===== src/rtl/debug_pkg.sv =====
// Shared definitions for the debug unit: command codes, read-out source types,
// stage-latch sizes and the FSM state encoding.
package debug_pkg;

  localparam int NB_CONTROL_FRAME = 32;
  localparam int NB_ADDR_DATA     = 16;
  localparam int NB_INSTR_ADDR    = 9;
  localparam int NB_RD_DATA       = 96;
  localparam int NB_CODE          = 6;
  localparam int NB_ADDR_TYPE     = 9;
  localparam int NB_WORD          = 32;

  localparam logic [NB_CODE-1:0] CMD_START          = 6'b000001;
  localparam logic [NB_CODE-1:0] CMD_RESET          = 6'b000010;
  localparam logic [NB_CODE-1:0] CMD_REQ_DATA       = 6'b000011;
  localparam logic [NB_CODE-1:0] CMD_LOAD_INSTR_LSB = 6'b000100;
  localparam logic [NB_CODE-1:0] CMD_LOAD_INSTR_MSB = 6'b000101;
  localparam logic [NB_CODE-1:0] CMD_MODE_GET       = 6'b001000;
  localparam logic [NB_CODE-1:0] CMD_MODE_SET_CONT  = 6'b001001;
  localparam logic [NB_CODE-1:0] CMD_MODE_SET_STEP  = 6'b001010;
  localparam logic [NB_CODE-1:0] CMD_STEP           = 6'b100000;
  localparam logic [NB_CODE-1:0] CMD_GOT_DATA       = 6'b100100;
  localparam logic [NB_CODE-1:0] CMD_GIB_DATA       = 6'b100101;

  localparam logic [NB_ADDR_TYPE-1:0] REQ_MEM_DATA         = 9'h001;
  localparam logic [NB_ADDR_TYPE-1:0] REQ_MEM_INSTR        = 9'h002;
  localparam logic [NB_ADDR_TYPE-1:0] REQ_REG              = 9'h003;
  localparam logic [NB_ADDR_TYPE-1:0] REQ_REG_PC           = 9'h004;
  localparam logic [NB_ADDR_TYPE-1:0] REQ_LATCH_FETCH_DATA = 9'h005;
  localparam logic [NB_ADDR_TYPE-1:0] REQ_LATCH_FETCH_CTRL = 9'h006;
  localparam logic [NB_ADDR_TYPE-1:0] REQ_LATCH_DECO_DATA  = 9'h007;
  localparam logic [NB_ADDR_TYPE-1:0] REQ_LATCH_DECO_CTRL  = 9'h008;
  localparam logic [NB_ADDR_TYPE-1:0] REQ_LATCH_EXEC_DATA  = 9'h009;
  localparam logic [NB_ADDR_TYPE-1:0] REQ_LATCH_EXEC_CTRL  = 9'h00A;
  localparam logic [NB_ADDR_TYPE-1:0] REQ_LATCH_MEM_DATA   = 9'h00B;
  localparam logic [NB_ADDR_TYPE-1:0] REQ_LATCH_MEM_CTRL   = 9'h00C;

  localparam int LATCH_FETCH_DATA_BITS = 32;
  localparam int LATCH_FETCH_CTRL_BITS = 35;
  localparam int LATCH_DECO_DATA_BITS  = 85;
  localparam int LATCH_DECO_CTRL_BITS  = 50;
  localparam int LATCH_EXEC_DATA_BITS  = 64;
  localparam int LATCH_EXEC_CTRL_BITS  = 41;
  localparam int LATCH_MEM_DATA_BITS   = 64;
  localparam int LATCH_MEM_CTRL_BITS   = 38;

  typedef enum logic [1:0] {
    S_IDLE,
    S_READ,
    S_SEND,
    S_WAIT_GIB
  } state_e;

  function automatic logic [1:0] words_for(input int nbits);
    return 2'((nbits + NB_WORD - 1) / NB_WORD);
  endfunction

  // Zero marks an addr_type with no read-out source.
  function automatic logic [1:0] req_nwords(input logic [NB_ADDR_TYPE-1:0] addr_type);
    case (addr_type)
      REQ_MEM_DATA, REQ_MEM_INSTR,
      REQ_REG, REQ_REG_PC:  req_nwords = 2'd1;
      REQ_LATCH_FETCH_DATA: req_nwords = words_for(LATCH_FETCH_DATA_BITS);
      REQ_LATCH_FETCH_CTRL: req_nwords = words_for(LATCH_FETCH_CTRL_BITS);
      REQ_LATCH_DECO_DATA:  req_nwords = words_for(LATCH_DECO_DATA_BITS);
      REQ_LATCH_DECO_CTRL:  req_nwords = words_for(LATCH_DECO_CTRL_BITS);
      REQ_LATCH_EXEC_DATA:  req_nwords = words_for(LATCH_EXEC_DATA_BITS);
      REQ_LATCH_EXEC_CTRL:  req_nwords = words_for(LATCH_EXEC_CTRL_BITS);
      REQ_LATCH_MEM_DATA:   req_nwords = words_for(LATCH_MEM_DATA_BITS);
      REQ_LATCH_MEM_CTRL:   req_nwords = words_for(LATCH_MEM_CTRL_BITS);
      default:              req_nwords = 2'd0;
    endcase
  endfunction

endpackage


===== src/rtl/frame_edge_detect.sv =====
// Splits the host frame into fields and raises a one-cycle accept strobe on the
// rising edge of its valid bit, so a frame held valid counts as one command.
module frame_edge_detect
  import debug_pkg::*;
(
  input  logic                        i_clock,
  input  logic                        i_reset,
  input  logic [NB_CONTROL_FRAME-1:0] i_frame,
  output logic                        o_accept,
  output logic [NB_CODE-1:0]          o_code,
  output logic [NB_ADDR_TYPE-1:0]     o_addr_type,
  output logic [NB_ADDR_DATA-1:0]     o_address
);

  logic valid_q;

  // NOTE: sequential state is always assigned with <= so every flop samples pre-edge values.
  always_ff @(posedge i_clock) begin
    if (i_reset) valid_q <= 1'b0;
    else         valid_q <= i_frame[25];
  end

  // Strobe is combinational so the decoder registers its response at the accepting edge.
  assign o_accept    = i_frame[25] & ~valid_q;
  assign o_code      = i_frame[31:26];
  assign o_addr_type = i_frame[24:16];
  assign o_address   = i_frame[15:0];

endmodule


===== src/rtl/debug_unit.sv =====
// Host command interpreter for the MIPS pipeline: run/step/reset control,
// instruction memory loading and multi-word debug read-outs.
module debug_unit
  import debug_pkg::*;
(
  input  logic                        i_clock,
  input  logic                        i_reset,
  input  logic [NB_CONTROL_FRAME-1:0] i_frame_from_blaze,
  output logic [NB_CONTROL_FRAME-1:0] o_frame_to_blaze,
  output logic                        o_run_enable,
  output logic                        o_step,
  output logic                        o_pipe_reset,
  output logic                        o_mode,
  output logic                        o_instr_we,
  output logic [NB_INSTR_ADDR-1:0]    o_instr_waddr,
  output logic [NB_CONTROL_FRAME-1:0] o_instr_wdata,
  output logic                        o_rd_req,
  output logic [NB_ADDR_TYPE-1:0]     o_rd_type,
  output logic [NB_ADDR_DATA-1:0]     o_rd_addr,
  input  logic [NB_RD_DATA-1:0]       i_rd_data
);

  logic                    accept;
  logic [NB_CODE-1:0]      code;
  logic [NB_ADDR_TYPE-1:0] addr_type;
  logic [NB_ADDR_DATA-1:0] address;
  logic [1:0]              req_words;

  frame_edge_detect u_edge (
    .i_clock     (i_clock),
    .i_reset     (i_reset),
    .i_frame     (i_frame_from_blaze),
    .o_accept    (accept),
    .o_code      (code),
    .o_addr_type (addr_type),
    .o_address   (address)
  );

  assign req_words = req_nwords(addr_type);

  state_e                      state_q;
  logic                        mode_q, started_q, run_q, step_q, pipe_rst_q;
  logic                        we_q, rd_req_q;
  logic [NB_INSTR_ADDR-1:0]    wptr_q, waddr_q;
  logic [NB_ADDR_DATA-1:0]     lsb_q, rd_addr_q;
  logic [NB_ADDR_TYPE-1:0]     rd_type_q;
  logic [NB_CONTROL_FRAME-1:0] wdata_q, frame_q;
  logic [NB_RD_DATA-1:0]       buf_q;
  logic [1:0]                  left_q;

  always_ff @(posedge i_clock) begin
    if (i_reset) begin
      state_q    <= S_IDLE;
      mode_q     <= 1'b0;
      started_q  <= 1'b0;
      run_q      <= 1'b0;
      step_q     <= 1'b0;
      pipe_rst_q <= 1'b0;
      we_q       <= 1'b0;
      rd_req_q   <= 1'b0;
      wptr_q     <= '0;
      waddr_q    <= '0;
      wdata_q    <= '0;
      lsb_q      <= '0;
      rd_type_q  <= '0;
      rd_addr_q  <= '0;
      frame_q    <= '0;
      left_q     <= '0;
      // NOTE: buf_q is left out of reset; every path into S_SEND loads it first.
    end else begin
      step_q     <= 1'b0;
      pipe_rst_q <= 1'b0;
      we_q       <= 1'b0;
      rd_req_q   <= 1'b0;
      if (accept && code == CMD_RESET) begin
        pipe_rst_q <= 1'b1;
        run_q      <= 1'b0;
        started_q  <= 1'b0;
        wptr_q     <= '0;
        frame_q    <= '0;
        state_q    <= S_IDLE;
      end else begin
        unique case (state_q)
          S_IDLE: if (accept) begin
            frame_q <= '0;
            case (code)
              CMD_START: begin
                started_q <= 1'b1;
                if (!mode_q) run_q <= 1'b1;
              end
              CMD_STEP:          if (started_q && mode_q) step_q <= 1'b1;
              CMD_MODE_SET_CONT: if (!started_q) mode_q <= 1'b0;
              CMD_MODE_SET_STEP: if (!started_q) begin
                mode_q <= 1'b1;
                run_q  <= 1'b0;
              end
              CMD_MODE_GET:       frame_q <= {{(NB_CONTROL_FRAME-1){1'b0}}, mode_q};
              CMD_LOAD_INSTR_LSB: lsb_q <= address;
              CMD_LOAD_INSTR_MSB: begin
                we_q    <= 1'b1;
                waddr_q <= wptr_q;
                wdata_q <= {address, lsb_q};
                wptr_q  <= wptr_q + 1'b1;
              end
              CMD_REQ_DATA: begin
                if (req_words == 2'd0) begin
                  buf_q   <= {{(NB_RD_DATA-NB_WORD){1'b0}}, 32'hFFFF_FFFF};
                  frame_q <= 32'hFFFF_FFFF;
                  left_q  <= 2'd0;
                  state_q <= S_SEND;
                end else begin
                  rd_req_q  <= 1'b1;
                  rd_type_q <= addr_type;
                  rd_addr_q <= address;
                  left_q    <= req_words - 2'd1;
                  state_q   <= S_READ;
                end
              end
              // Unrecognised codes leave even the response word untouched.
              default: frame_q <= frame_q;
            endcase
          end
          // First READ cycle carries the request; the source answers in the second.
          S_READ: if (!rd_req_q) begin
            buf_q   <= i_rd_data;
            frame_q <= i_rd_data[NB_WORD-1:0];
            state_q <= S_SEND;
          end
          S_SEND: if (accept && code == CMD_GOT_DATA) begin
            if (left_q == 2'd0) begin
              frame_q <= '0;
              state_q <= S_IDLE;
            end else begin
              state_q <= S_WAIT_GIB;
            end
          end
          S_WAIT_GIB: if (accept && code == CMD_GIB_DATA) begin
            frame_q <= buf_q[2*NB_WORD-1:NB_WORD];
            buf_q   <= {{NB_WORD{1'b0}}, buf_q[NB_RD_DATA-1:NB_WORD]};
            left_q  <= left_q - 2'd1;
            state_q <= S_SEND;
          end
        endcase
      end
    end
  end

  assign o_frame_to_blaze = frame_q;
  assign o_run_enable     = run_q;
  assign o_step           = step_q;
  assign o_pipe_reset     = pipe_rst_q;
  assign o_mode           = mode_q;
  assign o_instr_we       = we_q;
  assign o_instr_waddr    = waddr_q;
  assign o_instr_wdata    = wdata_q;
  assign o_rd_req         = rd_req_q;
  assign o_rd_type        = rd_type_q;
  assign o_rd_addr        = rd_addr_q;

endmodule


===== config.mk =====
export PLATFORM = sky130hd
export DESIGN_NAME = debug_unit
export DESIGN_NICKNAME = d
export VERILOG_FILES = /design/src/rtl/debug_pkg.sv /design/src/rtl/frame_edge_detect.sv /design/src/rtl/debug_unit.sv
export SDC_FILE = /design/constraint.sdc
export NUM_CORES = 1
export LEC_CHECK = 0
export ABC_AREA = 1
export CORE_UTILIZATION = 35
export CTS_CLUSTER_DIAMETER = 30
export DETAILED_ROUTE_END_ITERATION = 7
export GPL_ROUTABILITY_DRIVEN = 0
export PLACE_DENSITY_LB_ADDON = 0.2
export RECOVER_POWER = 25
export SLEW_MARGIN = 20
export SYNTH_ARGS = -nofsm -noshare
export SYNTH_HDL_FRONTEND = slang
export SYNTH_SLANG_ARGS = --single-unit

===== constraint.sdc =====
create_clock -name i_clock -period 5.8 [get_ports i_clock]
set_clock_uncertainty 0.05 [all_clocks]
set_input_delay 1.74 -clock i_clock [delete_from_list [all_inputs] [get_ports i_clock]]
set_output_delay 1.74 -clock i_clock [all_outputs]
set_load 0.01 [all_outputs]

==> results.ini <==
[clocking]
clk_latency_ns = 0.43
cts_buffers = 17
htreeDepth = 4
cts_root_buf = clkbuf_16
clock_path_buffers = 2
hold_buffers = 0
cts_resized = 0
cts.sinks = 199
post_cts_buffers = 0
path_clk_slew_ns = 0.09
cts_tree = built

[placed_design]
hpwl_um = 15800
place_inst = 1534
port_buffers = 233
dp_slack_ns = 0.929

[worst_setup_path]
crit_fanout = 26
cp-end-kind = register
cp_data_arrival_time_ns = 4.74
start_kind = primary input
worstSetupPathType = in2reg
cp.required_ns = 5.99

[sta]
fin_tns_setup_ns = 0
timing.hold.ws_ns = 0.410
setup_viol = 0
rsz0062_at_grt = no
worstMarginPinSlew_ns = 2.13
fin_crit_sh_pct = 78.5
finalCriticalPeriod_ns = 4.55
finalMaxSlewViolations = 44
maxSlewHeadroom_pct = -42.2
setup_slack_ns = 1.25
fmax_ghz = 0.220
final-hold-violation-count = 0

[finish]
multi_input_area_um2 = 3210
fin_nets = 1372
area_growth_pct = 36.4
final_cell_mix = nand2_1, nor2_1, clkdlybuf4s50_1
seq_area_um2 = 4620
mostFrequentLayoutCell = nand2_1
drive_gt1_share_pct = 4.65
fillCellCount = 2301
final_cells = 1570

[grt]
track_usage_pct = 18.3
grt_overflow_total = 0
grt_max_degree = 99
antenna_found_initial = 5
grt_first_pass_wirelength_um = 35100
first_global_vias = 6494

[logic_synthesis]
syn_avg_cell_area_um2 = 8.27
synth.largest_area_cell = dfxtp_1
synthFlopType = dfxtp_1
ys_warn_count = 0
syn_area_um2 = 8570
async_reset_ff_share_pct = 0
netlist-cell-type-count = 32
synth_enable_flop_cells = 64
syn_inst = 1037
seq_area_frac_synth_pct = 53.9
synth_fp_nets = 1175
synth-seq-cells = 199
synth_top_area_share_pct = 31.5
yosys-top-cells-area = dfxtp_1, edfxtp_1, nand2_1

[floorplan]
core_area_um2 = 23800
io_pins = 234
die_w_um = 159
fp.dieArea_um2 = 25100
rows = 56
initial_core_util_pct = 36.1
dieHeight_um = 159

[routing]
num_vias = 7178
drtIter0Drc = 502
wl_per_cell_um = 14.5
routed_wl_um = 22800
vias_per_cell = 4.57
dr.pass1.iters = 5
route.detailed.drc = 0
ant_nets = 0

[run]
drv_cap = 1

[power_and_ir_drop]
p_int_w = 0.00241
comb_power_share_pct = 19.6
cellLeakagePower_nw = 5.11
clockPowerShare_pct = 34.0
p_sw_share_pct = 29.5
ir_drop_v = 0.000161
seq_power_share_pct = 46.4
p_per_area_nw_per_um2 = 292
switching_power_w = 0.00101

[run_status]
violations = capacitance limit, slew limit
status = finished, violations left

[worst_hold_path]
hp-class = reg2reg

==> synthesized netlist by cell type, types with 2 or more instances <==
| cell type | count |
|---|---|
| nand4_1 | 8 |
| nand3_1 | 20 |
| nor3b_1 | 2 |
| a22o_1 | 64 |
| clkbuf_1 | 38 |
| buf_6 | 2 |
| nand3_2 | 2 |
| nor3_1 | 29 |
| a31oi_1 | 20 |
| o21ai_0 | 29 |
| inv_1 | 116 |
| dfxtp_1 | 135 |
| buf_1 | 4 |
| nor2_4 | 2 |
| inv_2 | 8 |
| buf_2 | 21 |
| nand2_2 | 2 |
| nand2_1 | 203 |
| nor2_2 | 2 |
| edfxtp_1 | 64 |
| ha_1 | 8 |
| a211oi_1 | 20 |
| a21oi_1 | 29 |
| o21ai_1 | 11 |
| nor2_1 | 191 |
==> per-layer routing <==
layer  global-route usage, %  vias to the layer above  share of wire, %
met5                       0                        -             0.057
met4                    6.78                        2               2.1
met3                    4.68                       31               5.9
met2                    26.4                      204                43
met1                    26.1                     3155                49
li1                        -                     3786                 -
==> state kept, by name (all words and copies together), names as in the netlist <==
name              cells
buf_q                64
left_q                2
lsb_q                16
o_frame_to_blaze     32
o_instr_waddr         9
o_instr_wdata        32
o_instr_we            1
o_mode                1
o_pipe_reset          1
o_rd_addr            16
o_rd_req              1
o_rd_type             9
o_run_enable          1
o_step                1
started_q             1
state_q               2
u_edge.valid_q        1
wptr_q                9
==> layout make-up <==
cell class | instances | share of cell area, %
flip-flops and latches | 199 | 39.6
multi-input cells | 648 | 27.5
diodes | 4 | 0.0856
well taps | 319 | 3.41
clock buffers | 18 | 3.67
clock inverters | 14 | 1.31
inverters | 125 | 4.01
repair buffers | 243 | 20.5
==> critical path: stages <==
cell and delay (ns):
dlygate4sd3_1 0.55, nand2_1 0.16, nor2_4 0.13, clkbuf_1 1.00, nand3_2 0.76, nor2_1 0.29, nor3_1 0.08
==> power groups by stage <==
stage	clock [W]	sequential, W	combinational [W]
floorplan	0	0.00163	0.000374
global placement	0	0.00162	0.000685
detailed placement	0	0.00162	0.000686
CTS	0.00119	0.00159	0.000691
global route	0.00125	0.00159	0.000756
finish	0.00116	0.00158	0.000669
==> worst paths after layout <==
kind	start	end	slack, ns	cells past startpoint
worst max register to register	state_q[0]	o_rd_addr[13]	2.34	8
worst min register to register	o_rd_type[6]	o_rd_type[6]	0.41	2
worst max-delay path	i_frame_from_blaze[25]	o_rd_addr[13]	1.25	7
worst min-delay path	o_rd_type[6]	o_rd_type[6]	0.41	2
==> cells by family (layout without fill, tap and decap cells) <==
logic type / Yosys count / in the layout / share of synthesized area [%]
other: 0 / 4 / 0
AO/OA/AOI/OAI: 174 / 174 / 13.9
adder cells (fa/ha/maj): 8 / 8 / 1.17
buffers and inverters: 190 / 400 / 8.80
AND/OR/NAND/NOR: 465 / 465 / 22.1
XOR/XNOR: 1 / 1 / 0.102
flip-flops: 199 / 199 / 53.9
==> metrics by stage <==
stage / total power (W) / utilization, % / cell area (um2)
final: 0.00341 / 49.2 / 11700
after global routing: 0.00360 / 49.2 / 11700
after CTS: 0.00347 / 49.3 / 11700
after detailed placement: 0.00230 / 46.8 / 11100
after global placement: 0.00230 / 46.8 / 11100
after floorplan: 0.00201 / - / 8580
No activity file was read; power rests on OpenSTA's default activity.
